<file path="src/rtl/fetch_unit.sv">
// Instruction fetch stage: single-outstanding memory request, 2-entry {pc, instr}
// buffer toward decode, and redirect handling that discards in-flight responses.
module fetch_unit #(
   parameter logic [31:0] RESET_PC  = 32'h0000_0000,
   parameter logic [31:0] NOP_INSTR = 32'h0000_0013
) (
   input  logic        clk,
   input  logic        rst,
   output logic        imem_req,
   output logic [31:0] imem_addr,
   input  logic        imem_ready,
   input  logic [31:0] imem_rdata,
   input  logic        PCSrc,
   input  logic [31:0] PCTarget,
   input  logic        stall,
   output logic [31:0] Instr,
   output logic [31:0] PC,
   output logic [31:0] PCPlus4,
   output logic        instr_valid
);

   typedef enum logic [1:0] {IDLE, BUSY, DROP} state_e;

   state_e      state_q, state_d;
   logic [31:0] fetch_pc_q, fetch_pc_d;
   logic [31:0] hold_addr_q, hold_addr_d;
   logic [31:0] fifo_pc_q    [2];
   logic [31:0] fifo_pc_d    [2];
   logic [31:0] fifo_instr_q [2];
   logic [31:0] fifo_instr_d [2];
   logic        rd_ptr_q, rd_ptr_d;
   logic        wr_ptr_q, wr_ptr_d;
   logic [1:0]  count_q, count_d;
   logic        enq, deq;

   assign instr_valid = (count_q != 2'd0);
   assign deq         = instr_valid & ~stall & ~PCSrc;
   assign enq         = (state_q == BUSY) & imem_ready & ~PCSrc;

   // NOTE: every variable gets a default at the top of the block so no path can infer a latch.
   always_comb begin
      fetch_pc_d   = fetch_pc_q;
      hold_addr_d  = hold_addr_q;
      fifo_pc_d    = fifo_pc_q;
      fifo_instr_d = fifo_instr_q;
      rd_ptr_d     = rd_ptr_q;
      wr_ptr_d     = wr_ptr_q;
      count_d      = count_q;
      if (PCSrc) begin
         // Redirect wins: flush, and remember the abandoned address so it stays stable until its response arrives.
         fetch_pc_d = PCTarget & ~32'h3;
         rd_ptr_d   = 1'b0;
         wr_ptr_d   = 1'b0;
         count_d    = 2'd0;
         if (state_q == BUSY && !imem_ready) hold_addr_d = fetch_pc_q;
      end else begin
         if (enq) begin
            fifo_pc_d[wr_ptr_q]    = fetch_pc_q;
            fifo_instr_d[wr_ptr_q] = imem_rdata;
            wr_ptr_d               = ~wr_ptr_q;
            fetch_pc_d             = fetch_pc_q + 32'd4;
         end
         if (deq) rd_ptr_d = ~rd_ptr_q;
         count_d = count_q + {1'b0, enq} - {1'b0, deq};
      end
   end

   // NOTE: sequential state uses non-blocking assignments so all flops update from pre-edge values.
   always_ff @(posedge clk or posedge rst) begin
      if (rst) begin
         state_q     <= IDLE;
         fetch_pc_q  <= RESET_PC;
         hold_addr_q <= RESET_PC;
         rd_ptr_q    <= 1'b0;
         wr_ptr_q    <= 1'b0;
         count_q     <= 2'd0;
      end else begin
         state_q     <= state_d;
         fetch_pc_q  <= fetch_pc_d;
         hold_addr_q <= hold_addr_d;
         rd_ptr_q    <= rd_ptr_d;
         wr_ptr_q    <= wr_ptr_d;
         count_q     <= count_d;
      end
   end

   // NOTE: buffer storage is not reset; count_q alone decides which entries are meaningful.
   always_ff @(posedge clk) begin
      fifo_pc_q    <= fifo_pc_d;
      fifo_instr_q <= fifo_instr_d;
   end

   // A request is issued only when its response is sure to find a free slot.
   always_comb begin
      state_d = state_q;
      case (state_q)
         IDLE: if (count_d != 2'd2) state_d = BUSY;
         BUSY: begin
            if (imem_ready)  state_d = (count_d == 2'd2) ? IDLE : BUSY;
            else if (PCSrc)  state_d = DROP;
         end
         DROP: if (imem_ready) state_d = BUSY;
         default: state_d = IDLE;
      endcase
   end

   always_comb begin
      imem_req  = (state_q != IDLE);
      imem_addr = (state_q == DROP) ? hold_addr_q : fetch_pc_q;
   end

   always_comb begin
      Instr   = instr_valid ? fifo_instr_q[rd_ptr_q] : NOP_INSTR;
      PC      = instr_valid ? fifo_pc_q[rd_ptr_q] : fetch_pc_q;
      PCPlus4 = PC + 32'd4;
   end

endmodule

</file>
<file path="config.mk">
export PLATFORM = sky130hd
export DESIGN_NAME = fetch_unit
export DESIGN_NICKNAME = d
export VERILOG_FILES = /design/src/rtl/fetch_unit.sv
export SDC_FILE = /design/constraint.sdc
export NUM_CORES = 1
export LEC_CHECK = 0
export CORE_MARGIN = 2
export CORE_UTILIZATION = 51
export DETAILED_ROUTE_END_ITERATION = 10
export PLACE_DENSITY_LB_ADDON = 0.25
export REMOVE_ABC_BUFFERS = 1
export SYNTH_ARGS = -nofsm -noshare
export SYNTH_HDL_FRONTEND = slang
export SYNTH_SLANG_ARGS = --single-unit
</file>
<file path="constraint.sdc">
create_clock -name clk -period 5.52 [get_ports clk]
set_input_delay 1.38 -clock clk [delete_from_list [all_inputs] [get_ports clk]]
set_output_delay 1.38 -clock clk [all_outputs]
set_load 0.03 [all_outputs]
</file>
==> reports/metrics.csv <==
metric;value;unit
antenna_found_initial;0;
cp_max_fo;18;
path_clk_slew;0.07;ns
ys_types;48;
min_path_type;flop to flop;
yosysTopAreaCell;edfxtp_1;
yosysMostFrequentCell;edfxtp_1;
synthTopCellsByCount;124 x edfxtp_1, 76 x mux2_2, 66 x dfrtp_1, 63 x mux2i_1, 60 x nand2_1;
min_period;5.25;ns
drive_gt1_share;16.2;%
setup_tns;0;ns
fin_crit_sh;95.1;%
ios;199;
ys_seq_area_share;59.2;%
setup_viol;0;
path_buf_inv;3;
start_util;52.3;%
fmax;191;MHz
synth_top_area_share;41.0;%
grt_usage;22.8;%
synth_area;9080;um2
rsz0062_at_grt;false;
start_kind;flop;
synth_edf_count;124;
critPathMaxStageDelay;0.71;ns
critPathSlowestCell;clkdlybuf4s50_1;
ctsResizeCount;0;
peakVddDrop;0.000244;V
numCtsBuffers;17;
cp_top_family;buffers and inverters;
worstPathRequired;4.14;ns
dpl.hpwl;14.7;mm
outcome;finished clean;
drt-total-wl;21.6;mm
cts.sinks;190;
htree_levels;4;
synthCells;708;
clock_path_buffers;2;
power.density;415;nW/um2
arrival;3.87;ns
grt_overflow;0;
p_leak;4.25;nW
drv_cap;0;
die_w;137;um
drtIter0Drc;342;
ant_nets;0;
vias;6239;
numPlacedInstances;1100;
place_ws;0.475;ns
hold_slack;0.505;ns
cp_cell_sequence;nor2_8 -> inv_2 -> buf_4 -> mux2i_1 -> nor4_4 -> nand4_4 -> nor4_2 -> xor2_1 -> clkdlybuf4s50_1;
synth-seq-cells;190;
async_flop_share;34.7;%
core;17400;um2
post-route-drc-count;0;
cp-end-kind;output pin;
die-area;18900;um2
vias_per_cell;5.50;
postLayoutSetupSlackWorst;0.272;ns
yosys_warnings;0;
hold_viol;0;
antennaDiodeCount;0;
nets;970;
fin_skew;0.00923;ns
avgSynthCellArea;12.8;um2
yosys_most_used_dff;edfxtp_1;
areaGrowthSynthToFinish;29.8;%
cts_root_buf;clkbuf_16;
maxSlewViolCount;0;
drt-wirelength-per-cell;19.0;um
crit_type;flop to output pin;
n_fill_cell;1247;
place_congestion;0.818;
instances_no_fill;1135;
rows;48;
cts_setup_buffers;0;
insertion_delay;0.43;ns
tightest_slew;1.13;ns
synthTopCellsByArea;edfxtp_1 41%, dfrtp_1 18%, mux2_2 9.4%;
grt_pass1_wl;32.2;mm
first_global_vias;6203;
relSlewSlack;24.8;%
cts_tree;yes;
place.port_buffers;190;
first_pass_iters;5;
die_y;137;um
postCtsHoldBufs;0;
grt_max_degree;63;
total_power;4.90;mW
## through the flow
stage          area, um2  util, %
2_1_floorplan       8870        -
3_3_place_gp       11200     64.3
3_5_place_dp       11200     64.3
4_1_cts            11700     67.7
5_1_grt            11800     67.9
6_report           11800     67.9
## layer usage
layer | vias to the layer above | wire (um) | share of wire [%] | track usage [%]
met4 | 0 | 596 | 2.8 | 9.39
met5 | - | 0 | 0 | 0
met1 | 3080 | 8860 | 41 | 28.8
li1 | 2893 | - | - | -
met3 | 39 | 1440 | 6.7 | 4.16
met2 | 227 | 10700 | 49 | 38.7
## registers in the layout (all words and copies together), names as in the netlist
signal / cells
fifo_pc_q: 60
fifo_instr_q: 64
state_q: 2
rd_ptr_q: 1
hold_addr_q: 30
wr_ptr_q: 1
fetch_pc_q: 30
count_q: 2
## worst register-to-register path, stage by stage, from the launching register on
cell	delay [ns]
dfrtp_1	0.46
and3b_1	0.35
nand4_1	0.35
nor3_2	0.66
nand3_1	0.21
xor2_1	0.17
o21ai_1	0.07
## final cells by class
type,count,area (um2),share of cell area [%]
Clock buffer,17,425,3.61
Sequential cell,190,5380,45.6
Multi-Input combinational cell,452,3400,28.8
Timing Repair Buffer,205,2030,17.3
Clock inverter,15,154,1.31
Inverter,31,116,0.987
Tap cell,225,282,2.39
## cell usage in the layout, fill, tap and decap left out, types with 4 or more instances in the layout
cell type        instances
a21o_1                   5
a21oi_1                  5
and3_1                   4
buf_4                   13
clkbuf_16               17
clkdlybuf4s50_1        189
conb_1                   6
dfrtp_1                 65
edfxtp_1               124
ha_1                     4
inv_1                   29
inv_8                    6
mux2_2                  76
mux2i_1                 63
nand2_1                 60
nand3_1                 14
nand4_1                 10
nor2_1                  51
nor3_1                  18
nor4_2                   7
o21ai_0                 26
o21ai_1                 10
xnor2_1                 35
xor2_1                  25
## cell families (layout without fill, tap and decap cells)
logic type,count (synthesis),in the layout,synth area share [%]
AO/OA/AOI/OAI,49,49,2.96
XOR/XNOR,60,60,5.78
adder cells (fa/ha/maj),4,4,0.551
buffers and inverters,71,268,3.87
flip-flops,190,190,59.2
multiplexers,139,139,16.4
other,1,6,0.0413
AND/OR/NAND/NOR,194,194,11.3
## worst paths after layout
path,from,endpoint,slack [ns],depth (start not counted)
hold reg to reg,hold_addr_q[3],hold_addr_q[3],0.51,1
min in group asynchronous,rst,hold_addr_q[21],1.50,2
max in group asynchronous,rst,hold_addr_q[30],3.13,3
hold / removal,hold_addr_q[3],hold_addr_q[3],0.51,1
setup / recovery,count_q[1],PCPlus4[31],0.27,9
setup reg to reg,state_q[0],fetch_pc_q[31],3.12,6
## report_power, final
part	leakage, nW	internal, mW	total [mW]	switching [mW]
combinational	2.03	0.774	1.85	1.08
sequential	1.94	1.71	1.85	0.132
clock	0.277	0.640	1.20	0.561
total	4.25	3.13	4.90	1.77
Note: power is estimated with default switching activity, not from simulation.
